===== src/rtl/msg_encrypt_engine_pkg.sv =====
// Shared constants, FSM encodings and the legal tap table for the LFSR message encryptor.
// The tap table is consulted only when ENC_TAP_CHECK_EN is defined.
package msg_encrypt_engine_pkg;

  typedef logic [2:0] state_t;

  localparam state_t ST_IDLE = 3'd0;
  localparam state_t ST_CFG0 = 3'd1;
  localparam state_t ST_CFG1 = 3'd2;
  localparam state_t ST_CFG2 = 3'd3;
  localparam state_t ST_RD   = 3'd4;
  localparam state_t ST_WR   = 3'd5;
  localparam state_t ST_DONE = 3'd6;

  localparam logic [7:0] CFG_BASE = 8'd61;
  localparam logic [7:0] OUT_BASE = 8'd64;
  localparam logic [6:0] MSG_MAX  = 7'd52;
  localparam logic [6:0] OUT_LEN  = 7'd64;
  localparam logic [5:0] LAST_IDX = 6'(OUT_LEN - 7'd1);
  localparam logic [3:0] PRE_MIN  = 4'd10;
  localparam logic [3:0] PRE_MAX  = 4'd15;
  localparam logic [7:0] SPACE    = 8'h20;

  localparam logic [6:0] LFSR_PTRN [9] = '{7'h60, 7'h48, 7'h78, 7'h72, 7'h6A,
                                           7'h69, 7'h5C, 7'h7E, 7'h7B};

  function automatic logic tap_legal(input logic [6:0] t);
    logic hit;
    hit = 1'b0;
    for (int i = 0; i < 9; i++) begin
      if (LFSR_PTRN[i] == t) hit = 1'b1;
    end
    return hit;
  endfunction

endpackage


===== src/rtl/msg_encrypt_engine_if.sv =====
// Start/done handshake plus the data-memory port of the encryptor.
// req/ack: a high-then-low req launches a run; ack stays high in DONE until req rises again.
interface msg_encrypt_engine_if;
  logic       req;
  logic       ack;
  logic       err;
  logic [7:0] dm_addr;
  logic [7:0] dm_rd_data;
  logic       dm_wr_en;
  logic [7:0] dm_wr_data;

  modport master (
    input  req, dm_rd_data,
    output ack, err, dm_addr, dm_wr_en, dm_wr_data
  );

  modport slave (
    output req, dm_rd_data,
    input  ack, err, dm_addr, dm_wr_en, dm_wr_data
  );
endinterface


===== src/rtl/msg_encrypt_engine_lfsr7_step.sv =====
// One step of the 7-bit Fibonacci LFSR: shift left, feedback is parity of state&taps.
// Kept standalone so the decrypt accelerator can reuse it.
module lfsr7_step (
  input  logic [6:0] state,
  input  logic [6:0] taps,
  output logic [6:0] next_state
);
  assign next_state = {state[5:0], ^(state & taps)};
endmodule


===== src/rtl/msg_encrypt_engine.sv =====
// LFSR encryptor: reads message DM[0..51] and config DM[61..63], writes 64 parity-tagged bytes to DM[64..127].
// Optional tap legality check enabled by defining ENC_TAP_CHECK_EN.
module msg_encrypt_engine
  import msg_encrypt_engine_pkg::*;
(
  input  logic                       clk,
  input  logic                       init_n,
  msg_encrypt_engine_if.master       bus,
  output logic [2:0]                 state_dbg
);

  state_t     state;
  logic       armed;
  logic [5:0] idx;
  logic [3:0] pre;
  logic [6:0] taps;
  logic [6:0] lfsr;
  logic [6:0] lfsr_next;
  logic [7:0] addr_q;
  logic [7:0] wr_data_q;
  logic       wr_en_q;
  logic       ack_q;
  logic [7:0] rd;
  logic [6:0] p;
  logic [6:0] c;
  logic [5:0] idx_inc;

  assign rd      = bus.dm_rd_data;
  assign idx_inc = idx + 6'd1;

  lfsr7_step u_step (
    .state      (lfsr),
    .taps       (taps),
    .next_state (lfsr_next)
  );

  function automatic logic msg_hit(input logic [5:0] i, input logic [3:0] pr);
    logic [6:0] off;
    off = {1'b0, i} - {3'b0, pr};
    return (i >= {2'b0, pr}) && (off < MSG_MAX);
  endfunction

  function automatic logic [7:0] msg_addr(input logic [5:0] i, input logic [3:0] pr);
    logic [6:0] off;
    off = {1'b0, i} - {3'b0, pr};
    return {1'b0, off};
  endfunction

  // Only 7 bits of plaintext enter the XOR, so mod-128 subtraction gives the same bits as mod-256.
  always_comb begin
    p = 7'h00;
    if (msg_hit(idx, pre)) p = rd[6:0] - SPACE[6:0];
    c = p ^ lfsr;
  end

`ifdef ENC_TAP_CHECK_EN
  logic err_q;
  assign bus.err = err_q;
`else
  assign bus.err = 1'b0;
`endif

  always_ff @(posedge clk or negedge init_n) begin
    if (!init_n) begin
      state     <= ST_IDLE;
      armed     <= 1'b0;
      idx       <= 6'd0;
      pre       <= PRE_MIN;
      taps      <= 7'h00;
      lfsr      <= 7'h01;
      addr_q    <= 8'h00;
      wr_data_q <= 8'h00;
      wr_en_q   <= 1'b0;
      ack_q     <= 1'b0;
`ifdef ENC_TAP_CHECK_EN
      err_q     <= 1'b0;
`endif
    end else begin
      armed   <= bus.req;
      wr_en_q <= 1'b0;
      case (state)
        ST_IDLE: begin
          if (armed && !bus.req) begin
            state  <= ST_CFG0;
            idx    <= 6'd0;
            addr_q <= CFG_BASE;
          end
        end
        ST_CFG0: begin
          if (rd < {4'h0, PRE_MIN})      pre <= PRE_MIN;
          else if (rd > {4'h0, PRE_MAX}) pre <= PRE_MAX;
          else                           pre <= rd[3:0];
          addr_q <= CFG_BASE + 8'd1;
          state  <= ST_CFG1;
        end
        ST_CFG1: begin
          taps   <= rd[6:0];
          addr_q <= CFG_BASE + 8'd2;
          state  <= ST_CFG2;
        end
        ST_CFG2: begin
`ifdef ENC_TAP_CHECK_EN
          if (!tap_legal(taps)) begin
            state <= ST_DONE;
            ack_q <= 1'b1;
            err_q <= 1'b1;
          end else begin
            lfsr  <= (rd[6:0] == 7'h00) ? 7'h01 : rd[6:0];
            state <= ST_RD;
          end
`else
          lfsr  <= (rd[6:0] == 7'h00) ? 7'h01 : rd[6:0];
          state <= ST_RD;
`endif
        end
        ST_RD: begin
          wr_en_q   <= 1'b1;
          wr_data_q <= {^c, c};
          addr_q    <= OUT_BASE + {2'b0, idx};
          state     <= ST_WR;
        end
        ST_WR: begin
          lfsr <= lfsr_next;
          idx  <= idx_inc;
          if (idx < LAST_IDX) begin
            state <= ST_RD;
            // Padding positions keep the last address; the read value is ignored there.
            if (msg_hit(idx_inc, pre)) addr_q <= msg_addr(idx_inc, pre);
          end else begin
            state <= ST_DONE;
            ack_q <= 1'b1;
          end
        end
        ST_DONE: begin
          if (bus.req && !armed) begin
            state <= ST_IDLE;
            ack_q <= 1'b0;
`ifdef ENC_TAP_CHECK_EN
            err_q <= 1'b0;
`endif
          end
        end
        default: state <= ST_IDLE;
      endcase
    end
  end

  assign bus.ack        = ack_q;
  assign bus.dm_addr    = addr_q;
  assign bus.dm_wr_en   = wr_en_q;
  assign bus.dm_wr_data = wr_data_q;
  assign state_dbg      = state;

endmodule


===== src/flat_wrapper.sv =====
// flat-port wrapper written by rule: the top's interface ports become plain ports
module msg_encrypt_engine_flat import msg_encrypt_engine_pkg::*;
  (clk, init_n, state_dbg, bus_req, bus_dm_rd_data, bus_ack, bus_err, bus_dm_addr, bus_dm_wr_en, bus_dm_wr_data);
  msg_encrypt_engine_if bus_i ();
  input  logic clk;
  input  logic init_n;
  output logic [2:0] state_dbg;
  input wire logic [$bits(bus_i.req)-1:0] bus_req;
  input wire logic [$bits(bus_i.dm_rd_data)-1:0] bus_dm_rd_data;
  output wire logic [$bits(bus_i.ack)-1:0] bus_ack;
  output wire logic [$bits(bus_i.err)-1:0] bus_err;
  output wire logic [$bits(bus_i.dm_addr)-1:0] bus_dm_addr;
  output wire logic [$bits(bus_i.dm_wr_en)-1:0] bus_dm_wr_en;
  output wire logic [$bits(bus_i.dm_wr_data)-1:0] bus_dm_wr_data;
  assign bus_i.req = bus_req;
  assign bus_i.dm_rd_data = bus_dm_rd_data;
  assign bus_ack = bus_i.ack;
  assign bus_err = bus_i.err;
  assign bus_dm_addr = bus_i.dm_addr;
  assign bus_dm_wr_en = bus_i.dm_wr_en;
  assign bus_dm_wr_data = bus_i.dm_wr_data;
  msg_encrypt_engine u_core (.clk(clk), .init_n(init_n), .bus(bus_i), .state_dbg(state_dbg));
endmodule

===== config.mk =====
export PLATFORM = sky130hd
export DESIGN_NAME = msg_encrypt_engine_flat
export DESIGN_NICKNAME = d
export VERILOG_FILES = /design/src/rtl/msg_encrypt_engine_pkg.sv /design/src/rtl/msg_encrypt_engine_if.sv /design/src/rtl/msg_encrypt_engine_lfsr7_step.sv /design/src/rtl/msg_encrypt_engine.sv /design/src/flat_wrapper.sv
export SDC_FILE = /design/constraint.sdc
export NUM_CORES = 1
export LEC_CHECK = 0
export BUFFER_PORTS_ARGS = -buffer_cell sky130_fd_sc_hd__buf_2
export CORE_MARGIN = 4
export CORE_UTILIZATION = 55
export CTS_CLUSTER_SIZE = 25
export DETAILED_ROUTE_END_ITERATION = 6
export PLACE_DENSITY = 0.77
export SYNTH_ARGS = -nofsm -noshare
export SYNTH_HDL_FRONTEND = slang
export SYNTH_SLANG_ARGS = --single-unit

===== constraint.sdc =====
create_clock -name clk -period 3.9 [get_ports clk]
set_input_delay 0.78 -clock clk [delete_from_list [all_inputs] [get_ports clk]]
set_output_delay 0.78 -clock clk [all_outputs]
set_load 0.02 [all_outputs]

==> results.tsv, run 1 <==
stage	metric	value	unit
outcome	outcome	finished, final reports clean	
timing	fin_crit_sh	0.7527	
critical_path	critPathKind	reg -> reg	
critical_path	cp-end-kind	flip-flop	
finish	fillerInstances	427	
yosys	avgSynthCellArea	9.541	um^2
finish	multi_input_area	0.001538	mm^2
place	dp_hpwl	4.223	mm
die	die_area	0.006249	mm^2
min_path	holdPathStages	1	
yosys	synth_warnings	0	
timing	drv_slew	0	
route	dr.pass1.iters	4	
critical_path	rr_worst_depth	9	
critical_path	critPathLaunchType	flip-flop	
critical_path	cpMaxStageDelayCell	dfrtp_1	
clocking	clock_latency	0.31	ns
yosys	synthAdderAreaFrac	0.04777	
finish	diodes	0	
global_route	grt_max_degree	46	
finish	seqCellArea	0.001130	mm^2
global_route	grt_overflow	0	
yosys	synth_ff_type	dfrtp_1	
critical_path	critPathBufInv	0	
die	die_x	79.05	um
clocking	cts_hold_buf	0	
die	core-area	0.004817	mm^2
yosys	synth.distinct_cells	58	
finish	fin_cells	381	
min_path	whs_endpoint	u_core.taps[2]	
finish	utilization	0.6309	
yosys	ys_seq_elements	45	
yosys	yosysTopAreaCell	dfrtp_1	
timing	setup_ws	0.9645	ns
die	start_util	0.5764	
critical_path	rrSetupSlack	0.96	ns
global_route	antenna_found_initial	0	
critical_path	crit_top_cell	ha_1	
route	vias	2123	
finish	layout_commonest_cell	dfrtp_1	
die	rows	25	
global_route	grt_pass1_wl	9.915	mm
critical_path	timing.rr.start	u_core.idx[0]	
clocking	cts_buffers	5	
finish	drive_gt1_frac	0.1847	
timing	fin_setup_tns	0	ns
finish	nets	334	
finish	final_cell_mix	42 x dfrtp_1, 30 x buf_2, 29 x nand2_1	
route	wl_per_cell	15.27	um
min_path	worstHoldStart	u_core.taps[2]	
clocking	htreeDepth	2	
yosys	synth_compound_area_frac	0.1708	
clocking	clockRootBuffer	clkbuf_8	
yosys	syn_inst	291	
place	place_area	0.002943	mm^2
yosys	synth_top_area_share	0.3785	
critical_path	cp_top_family	adder cells	
clocking	cts_tree	yes	
global_route	grt_pass1_vias	2002	
finish	final_area	0.003039	mm^2
route	drt.antenna.violating_nets	0	
timing	hold_violations	0	
run	drv.max_cap_violation_count	0	
timing	max_freq	340.7	MHz
critical_path	cp_max_fo	7	
yosys	synth_edf_count	0	
critical_path	crit_chain	ha_1 > xor2_1 > ha_1 > and3b_1 > or3_1 > a21oi_1 > o2bb2ai_1 > a31oi_4 > mux2_4	
critical_path	cp.arrival	3.13	ns
clocking	post-cts-setup-buffers	0	
clocking	clockBufferDepth	2	
yosys	synth.area.mux_share	0.07346	
finish	syn_to_final_growth	9.464	%
yosys	async_reset_ff_frac	1.000	
clocking	clk_pin_slew_worst_paths	0.09	ns
die	die_h	79.05	um
yosys	synth_top_family_by_area	compound AO/OA/AOI/OAI gates	
yosys	synth.area.top_cells	dfrtp_1 38%, xnor2_1 7.9%, ha_1 4.1%	
timing	rsz0062_at_grt	no	
critical_path	worst_r2r_endpoint	u_core.bus.dm_addr[0]	
global_route	track_usage	0.2020	
place	gp_congestion	0.8966	
place	dp_cells	373	
critical_path	cp_slowest_stage_delay	0.45	ns
timing	setup_viol	0	
route	drc	0	
power	peakVddDrop	0.3644	mV
critical_path	critical_path_required	4.09	ns
power	p_leak	1.374	nW
power	power_density	851.0	mW/mm^2
place	portBuffers	30	
min_path	min_path_type	reg -> reg	
yosys	syn-cell-area	0.002776	mm^2
die	num_io_pins	33	
route	vias_per_cell	5.572	
route	drt_iter0_drc	112	
timing	worstMarginPinSlew	0.9903	ns
clocking	cts.repair.resized	0	
route	drt_wl_total	5.818	mm
yosys	ys_seq_area_frac	0.4069	
yosys	synth-xor-area-share	0.1091	
place	dp_slack	0.9612	ns
clocking	numClockSinks	45	
timing	fin_worst_skew	0.007906	ns
timing	period_minus_slack	2.935	ns
timing	max-slew-margin-rel	0.3398	
yosys	synthSimpleGateAreaFrac	0.1501	
-- flip-flops by register name, indices dropped and copies added (netlist names) --
signal and flops:
u_core.pre 4, u_core.taps 7, u_core.bus.dm_wr_data 8, u_core.armed 1, u_core.lfsr 7, u_core.state_dbg 3, u_core.idx 6, u_core.bus.ack 1
u_core.bus.dm_addr 7, u_core.bus.dm_wr_en 1
-- synthesized netlist by cell type, types with 4 or more instances --
cell type	instances
nand2_1	29
nor2b_1	8
inv_1	8
or3_1	4
clkbuf_1	10
ha_1	9
mux2_2	7
xnor2_1	25
dfrtp_1	42
nor2_1	17
a21oi_1	19
xor2_1	7
o21ai_1	7
mux2i_1	8
o21ai_0	21
-- how the worst max path moves through the flow --
stage	cells after the start	slack, ns	from	endpoint
2_1_floorplan	9	1.14	u_core.idx[0]	u_core.bus.dm_addr[0]
3_3_place_gp	9	1.04	u_core.idx[0]	u_core.bus.dm_addr[4]
3_5_place_dp	9	0.96	u_core.idx[0]	u_core.bus.dm_addr[0]
4_1_cts	9	0.96	u_core.idx[0]	u_core.bus.dm_addr[0]
5_1_grt	9	0.84	u_core.idx[0]	u_core.bus.dm_addr[0]
6_report	9	0.96	u_core.idx[0]	u_core.bus.dm_addr[0]
-- cell families after synthesis --
kind of cell / Yosys count
compound gates: 75
xor+xnor: 33
fa+ha+maj: 10
buf+inv: 26
flops: 45
mux: 18
other cells: 1
simple gates: 83
-- area by class of cell --
type	instances	share of cell area
Multi-Input combinational cell	221	0.5060
Sequential cell	45	0.3718
Timing Repair Buffer	31	0.05187
Tap cell	67	0.02758
Clock buffer	6	0.02717
Inverter	9	0.01112
Clock inverter	2	0.004529
-- metal layers --
| metal | vias to the layer above | share of wire | track usage |
|---|---|---|---|
| li1 | 1055 | - | - |
| met1 | 1014 | 0.48 | 0.2936 |
| met2 | 46 | 0.46 | 0.3106 |
| met3 | 8 | 0.042 | 0.03175 |
| met4 | 0 | 0.014 | 0.06186 |
| met5 | - | 0 | 0 |
-- worst reg2reg max path: stages (launching register included) --
cell	delay, ns
dfrtp_1	0.45
ha_1	0.31
xor2_1	0.17
ha_1	0.36
and3b_1	0.21
or3_1	0.37
a21oi_1	0.16
o2bb2ai_1	0.12
a31oi_4	0.34
mux2_4	0.33
-- power by group --
group	switching [mW]	internal, mW	total [mW]
Clock	0.165	0.144	0.308
Combinational	0.728	0.635	1.36
Sequential	0.250	0.665	0.915
Total	1.14	1.44	2.59
-- through the flow --
| stage | total power [mW] | hold slack, ns |
|---|---|---|
| 6_report | 2.586 | 0.5130 |
| 3_3_place_gp | 2.230 | 0.4908 |
| 2_1_floorplan | 1.958 | 0.4811 |
| 5_1_grt | 2.797 | 0.5265 |
| 3_5_place_dp | 2.287 | 0.4966 |
| 4_1_cts | 2.598 | 0.5167 |
Power figures use the tool's default switching activity.
==> run 2: changes to the inputs <==
--- a/config.mk
+++ b/config.mk
@@ -5,6 +5,7 @@
 export SDC_FILE = /design/constraint.sdc
 export NUM_CORES = 1
 export LEC_CHECK = 0
+export ABC_AREA = 1
 export BUFFER_PORTS_ARGS = -buffer_cell sky130_fd_sc_hd__buf_2
 export CORE_MARGIN = 4
 export CORE_UTILIZATION = 55
==> constraint.sdc (replaced) <==
create_clock -name clk -period 2.74 [get_ports clk]
set_input_delay 0.548 -clock clk [delete_from_list [all_inputs] [get_ports clk]]
set_output_delay 0.548 -clock clk [all_outputs]
set_load 0.02 [all_outputs]
==> run 2 against run 1 <==
Against the previous run: die area increased by 1.4%; largest cell class unchanged; combinational power increased by 100%; area after synthesis increased by 1.5%.
==> results.tsv, run 2 <==
stage	metric	value	unit	change
yosys	synth-xor-area-share	0.04616		-0.06290
die	die_h	79.59	um	+0.68%
power	power_density	1407	mW/mm^2	+65%
critical_path	crit_chain	ha_1 > inv_1 > fa_1 > nor3_1 > a211oi_2 > xor2_1 > o22ai_1 > nand2_1 > nand2_1 > buf_6 > nand2_2 > o21ai_2		
run	drv.max_cap_violation_count	0		unchanged
timing	period_minus_slack	2.499	ns	-0.4364 ns
yosys	avgSynthCellArea	7.598	um^2	-20%
finish	multi_input_area	0.001453	mm^2	-5.5%
finish	fillerInstances	427		unchanged
finish	diodes	0		unchanged
yosys	ys_seq_area_frac	0.4008		-0.006141
die	die_x	79.59	um	+0.68%
clocking	cts_tree	yes		
critical_path	timing.rr.start	u_core.idx[1]		
clocking	clockRootBuffer	clkbuf_8		
timing	max_freq	400.1	MHz	+17%
critical_path	critPathKind	reg -> reg		
critical_path	cp-end-kind	flip-flop		
finish	seqCellArea	0.001131	mm^2	+0.11%
route	wl_per_cell	13.25	um	-13%
critical_path	rrSetupSlack	0.24	ns	-0.72 ns
critical_path	cp_slowest_stage_delay	0.48	ns	+0.03 ns
critical_path	crit_top_cell	nand2_1		
critical_path	critPathLaunchType	flip-flop		
route	vias	2495		+18%
critical_path	critical_path_required	2.93	ns	-1.16 ns
critical_path	cp_max_fo	10		+3
yosys	synth.most_common_cell	nand2_1		
place	place_area	0.003029	mm^2	+2.9%
die	start_util	0.5814		+0.005056
timing	fin_worst_skew	0.007085	ns	-0.0008204 ns
power	p_leak	1.652	nW	+20%
timing	hold_violations	0		unchanged
yosys	synth_compound_area_frac	0.1518		-0.01900
global_route	track_usage	0.2191		+0.01706
timing	fin_setup_tns	0	ns	unchanged
yosys	synth.area.top_cells	dfrtp_1 37%, nand2_1 16%, o21ai_0 7.5%		
global_route	grt_pass1_vias	2365		+18%
global_route	grt_max_degree	46		unchanged
yosys	synth_ff_type	dfrtp_1		
power	peakVddDrop	0.4848	mV	+33%
finish	layout_commonest_cell	nand2_1		
die	core-area	0.004848	mm^2	+0.65%
critical_path	cpMaxStageDelayCell	fa_1		
timing	rsz0062_at_grt	no		
route	drc	0		unchanged
yosys	synthAdderAreaFrac	0.04705		-0.0007209
finish	largest_register_ffs	8		unchanged
clocking	clock_latency	0.31	ns	about the same
yosys	synth_edf_count	0		unchanged
yosys	synth.area.mux_share	0		-0.07346
die	rows	25		unchanged
yosys	synth.distinct_cells	44		-24%
timing	drv_slew	0		unchanged
finish	drive_gt1_frac	0.2005		+0.01578
yosys	ys_seq_elements	45		unchanged
critical_path	worst_r2r_endpoint	u_core.bus.dm_addr[1]		
timing	worstMarginPinSlew	0.5731	ns	-0.4172 ns
yosys	synth_warnings	0		unchanged
critical_path	rr_worst_depth	12		+3
yosys	synth_common_cells	119 x nand2_1, 42 x dfrtp_1, 42 x o21ai_0		
yosys	synth_top_family_by_area	simple AND/OR/NAND/NOR gates		
global_route	grt_pass1_wl	10.92	mm	+10%
clocking	htreeDepth	2		unchanged
route	drt_iter0_drc	153		+37%
route	vias_per_cell	5.242		-5.9%
route	drt_wl_total	6.306	mm	+8.4%
route	dr.pass1.iters	4		unchanged
timing	setup_viol	0		unchanged
timing	max-slew-margin-rel	0.6180		+0.2781
global_route	antenna_found_initial	0		unchanged
yosys	synth_top_area_share	0.3728		-0.005713
finish	nets	429		+28%
finish	syn_to_final_growth	12.25	%	
timing	fin_crit_sh	0.9121		+0.1594
die	die_area	0.006335	mm^2	+1.4%
place	gp_congestion	0.9017		+0.57%
yosys	syn-cell-area	0.002819	mm^2	+1.5%
critical_path	cp.arrival	2.69	ns	-0.44 ns
yosys	syn_inst	371		+27%
yosys	synthSimpleGateAreaFrac	0.2645		+0.1145
finish	final_cell_mix	119 x nand2_1, 42 x o21ai_0, 41 x dfrtp_1		
finish	final_area	0.003164	mm^2	+4.1%
clocking	cts_buffers	5		unchanged
clocking	clk_pin_slew_worst_paths	0.09	ns	about the same
route	drt.antenna.violating_nets	0		unchanged
yosys	yosysTopAreaCell	dfrtp_1		
global_route	grt_overflow	0		unchanged
outcome	outcome	finished, final reports clean		
clocking	clockBufferDepth	2		unchanged
min_path	min_path_type	in -> async		
clocking	numClockSinks	45		unchanged
place	dp_hpwl	4.608	mm	+9.1%
die	num_io_pins	33		unchanged
yosys	async_reset_ff_frac	1.000		unchanged
place	portBuffers	30		unchanged
==> run 2: cell types whose count changed after synthesis, sizes merged, moves of 6 or more <==
| cell | previous run | this run |
|---|---|---|
| a21oi | 19 | 8 |
| clkbuf | 10 | 4 |
| inv | 8 | 50 |
| mux2 | 10 | 0 |
| mux2i | 8 | 0 |
| nand2 | 29 | 124 |
| nand3 | 4 | 21 |
| nor2b | 8 | 0 |
| o21ai | 28 | 46 |
| xnor2 | 25 | 7 |
==> run 2: how the worst max path moves through the flow <==
stage	startpoint	end	depth (start not counted)
floorplan	u_core.idx[0]	u_core.bus.dm_addr[0]	16
global placement	u_core.idx[0]	u_core.bus.dm_addr[0]	16
detailed placement	u_core.idx[1]	u_core.bus.dm_addr[1]	12
CTS	u_core.idx[1]	u_core.bus.dm_addr[1]	12
global route	u_core.idx[1]	u_core.bus.dm_addr[6]	16
finish	u_core.idx[1]	u_core.bus.dm_addr[1]	12
==> run 2: final cells by class <==
cell class                 instances  area share
inverter                          51     0.06050
timing repair buffer              38     0.06762
multi-input combinational        267      0.4591
clock inverter                     3    0.007117
clock buffer                       5     0.02175
tap                               67     0.02649
sequential                        45      0.3575
==> run 2: cell families after synthesis <==
| family | count (synthesis) |
|---|---|
| other | 1 |
| xor gates and xnor gates | 14 |
| buffers and inverters | 60 |
| DFF | 45 |
| and+or+nand+nor | 171 |
| AOI/OAI and AO/OA | 70 |
| adders and majority gates | 10 |
==> run 2: what timing repair did <==
action / 4_1_cts / 5_1_grt
endpoints found under the setup margin: 0 / 8
resized for setup: 0 / 4
hold buffers: 0 / 0
setup buffers: 0 / 4
hold endpoints to repair: 0 / 0
==> run 2: power by group <==
part	total [mW]	internal [mW]	switching [mW]
logic	2.75	1.01	1.75
clock network	0.430	0.179	0.251
registers	1.27	0.997	0.274
total	4.45	2.18	2.27
==> run 2: through the flow <==
step	hold WS, ns	worst slack (ns)	util	power, mW	std cells
5_1_grt	0.3548	0.003332	0.6526	4.901	476
3_5_place_dp	0.4602	0.2189	0.6248	3.892	464
3_3_place_gp	0.4571	0.2786	0.6248	3.804	464
6_report	0.3076	0.2409	0.6526	4.452	476
4_1_cts	0.3304	0.2056	0.6436	4.336	472
2_1_floorplan	0.2524	0.4724	-	3.292	372
==> run 2: critical path, delay by kind of cell (launching register included) <==
| kind | cells | cell delay [ns] |
|---|---|---|
| compound gates | 3 | 0.25 |
| xor+xnor | 1 | 0.19 |
| fa+ha+maj | 2 | 0.79 |
| buf+inv | 2 | 0.23 |
| flops | 1 | 0.44 |
| simple gates | 4 | 0.50 |
==> run 2: per-layer routing <==
layer,global-route usage,up-vias,part of all wire
met4,0.05670,0,0.012
met3,0.04402,8,0.052
li1,-,1278,-
met1,0.3061,1143,0.48
met2,0.3472,66,0.45
met5,0,-,0
==> run 3: changes to the inputs <==
--- a/config.mk
+++ b/config.mk
@@ -5,12 +5,12 @@
 export SDC_FILE = /design/constraint.sdc
 export NUM_CORES = 1
 export LEC_CHECK = 0
-export ABC_AREA = 1
 export BUFFER_PORTS_ARGS = -buffer_cell sky130_fd_sc_hd__buf_2
 export CORE_MARGIN = 4
 export CORE_UTILIZATION = 55
 export CTS_CLUSTER_SIZE = 25
 export DETAILED_ROUTE_END_ITERATION = 6
+export GPL_ROUTABILITY_DRIVEN = 0
 export PLACE_DENSITY = 0.77
 export SYNTH_ARGS = -nofsm -noshare
 export SYNTH_HDL_FRONTEND = slang
==> run 3 against run 2 <==
Against the previous run: hold slack gained 0.070 ns; core utilization decreased by 0.30 points; clock skew is 0.0028 ns lower; power shrank 15%; first-iteration DRC count grew 9.8%; critical path type unchanged.
==> results.tsv, run 3 (synthesized netlist as in run 1, its figures left out) <==
stage	metric	value	unit	change
timing	max-slew-margin-rel	0.3486		-0.2693
critical_path	critPathLaunchType	flip-flop		
clocking	clk_pin_slew_worst_paths	0.09	ns	about the same
timing	setup_viol	0		unchanged
timing	fin_setup_tns	0	ns	unchanged
die	core-area	0.004817	mm^2	-0.65%
clocking	cts_hold_buf	0		unchanged
clocking	clockRootBuffer	clkbuf_8		
timing	fin_hold_ws	0.3772	ns	+0.06963 ns
die	die_area	0.006249	mm^2	-1.4%
finish	layout_commonest_cell	dfrtp_1		
critical_path	cp_max_fo	6		-4
clocking	numClockSinks	45		unchanged
timing	fin_worst_skew	0.004275	ns	-0.002811 ns
finish	drive_gt1_frac	0.2322		+0.03171
critical_path	cp_top_family	compound AO/OA/AOI/OAI gates		
die	die_x	79.05	um	-0.68%
critical_path	cp_slowest_stage_delay	0.40	ns	-0.08 ns
clocking	htreeDepth	2		unchanged
critical_path	critical_path_required	2.93	ns	about the same
global_route	grt_max_degree	46		unchanged
finish	final_area	0.003129	mm^2	-1.1%
timing	max_freq	368.9	MHz	-7.8%
die	rows	25		unchanged
timing	fin_crit_sh	0.9893		+0.07716
outcome	outcome	finished, final reports clean		
route	vias_per_cell	5.546		+5.8%
finish	largest_register_ffs	8		unchanged
critical_path	cpMaxStageDelayCell	dfrtp_1		
power	p_leak	1.414	nW	-14%
die	num_io_pins	33		unchanged
timing	hold_violations	0		unchanged
critical_path	rrSetupSlack	0.03	ns	-0.21 ns
critical_path	crit_chain	buf_4 > ha_1 > fa_2 > nor2b_2 > o21ai_0 > and3_1 > a211o_1 > a31oi_4 > mux2_4		
place	place_area	0.002995	mm^2	-1.1%
clocking	clock_latency	0.30	ns	about the same
route	dr.pass1.iters	6		+2
route	drc	0		unchanged
global_route	antenna_found_initial	0		unchanged
timing	worstMarginPinSlew	0.9771	ns	+0.4040 ns
timing	drv_slew	0		unchanged
clocking	cts_tree	yes		
place	portBuffers	30		unchanged
power	peakVddDrop	0.6379	mV	+32%
critical_path	critPathKind	reg -> reg		
clocking	cts_buffers	5		unchanged
route	drt.antenna.violating_nets	0		unchanged
critical_path	critPathBufInv	1		-1
run	drv.max_cap_violation_count	0		unchanged
place	dp_hpwl	4.243	mm	-7.9%
global_route	grt_pass1_wl	9.984	mm	-8.5%
route	drt_iter0_drc	168		+9.8%
route	wl_per_cell	15.69	um	+18%
min_path	min_path_type	in -> reg		
global_route	grt_overflow	0		unchanged
finish	final_cell_mix	42 x dfrtp_1, 30 x buf_2, 29 x nand2_1		
timing	period_minus_slack	2.711	ns	+0.2114 ns
die	start_util	0.5764		-0.005056
route	vias	2163		-13%
finish	syn_to_final_growth	12.71	%	
power	power_density	1214	mW/mm^2	-14%
finish	nets	343		-20%
global_route	grt_pass1_vias	2014		-15%
critical_path	cp.arrival	2.90	ns	+0.21 ns
finish	diodes	0		unchanged
clocking	clockBufferDepth	2		unchanged
die	die_h	79.05	um	-0.68%
critical_path	cp-end-kind	flip-flop		
finish	fillerInstances	407		-4.7%
route	drt_wl_total	6.121	mm	-2.9%
global_route	track_usage	0.2044		-0.01474
-- run 3: cell count changes in the layout (fill, tap and decap cells not counted), moves of 13 or more --
cell,change
nand2_1,-90
inv_1,-31
o21ai_0,-21
nand3_1,-18
xnor2_1,+18
a21oi_1,+13
-- run 3: worst paths after layout --
| path | from | endpoint | depth (start not counted) |
|---|---|---|---|
| setup reg to reg | u_core.idx[0] | u_core.bus.dm_addr[0] | 9 |
| hold / removal | bus_req | u_core.armed | 1 |
| setup / recovery | u_core.idx[0] | u_core.bus.dm_addr[0] | 9 |
| min in group asynchronous | init_n | u_core.state_dbg[2] | 1 |
| hold reg to reg | u_core.bus.dm_addr[4] | u_core.bus.dm_addr[4] | 1 |
| max in group asynchronous | init_n | u_core.lfsr[5] | 1 |
-- run 3: what timing repair did --
action | 4_1_cts | 5_1_grt
buffers inserted | 0 | 2
endpoints found under the setup margin | 0 | 6
resized for setup | 0 | 8
-- run 3: area by class of cell --
type / count / area [um^2] / area share
clock buffers: 5 / 68.82 / 0.02199
clock inverters: 3 / 22.52 / 0.007197
inverters: 9 / 33.78 / 0.01080
multi-input cells: 221 / 1565 / 0.5002
flip-flops and latches: 45 / 1130 / 0.3611
well taps: 67 / 83.83 / 0.02679
repair buffers: 40 / 225.2 / 0.07197
-- run 3: power by group --
| group | internal [mW] | total, mW | switching, mW |
|---|---|---|---|
| logic | 1.01 | 2.13 | 1.12 |
| clock network | 0.181 | 0.422 | 0.241 |
| registers | 0.947 | 1.25 | 0.305 |
-- run 3: stage by stage --
step | utilization | power [mW] | std cells | setup WS (ns)
floorplan | - | 2.789 | 292 | 0.02038
global placement | 0.6218 | 3.227 | 380 | 0.07828
detailed placement | 0.6218 | 3.283 | 380 | 0.03793
CTS | 0.6408 | 3.730 | 388 | 0.002620
global route | 0.6496 | 4.116 | 390 | -0.04785
finish | 0.6496 | 3.799 | 390 | 0.02945
-- run 3: per-layer routing --
layer / wire, um / vias to the layer above / GRT usage
met5: 0 / - / 0
met4: 128 / 0 / 0.07732
met3: 292 / 16 / 0.03968
met2: 2827 / 66 / 0.3047
met1: 2872 / 1015 / 0.2939
li1: - / 1066 / -
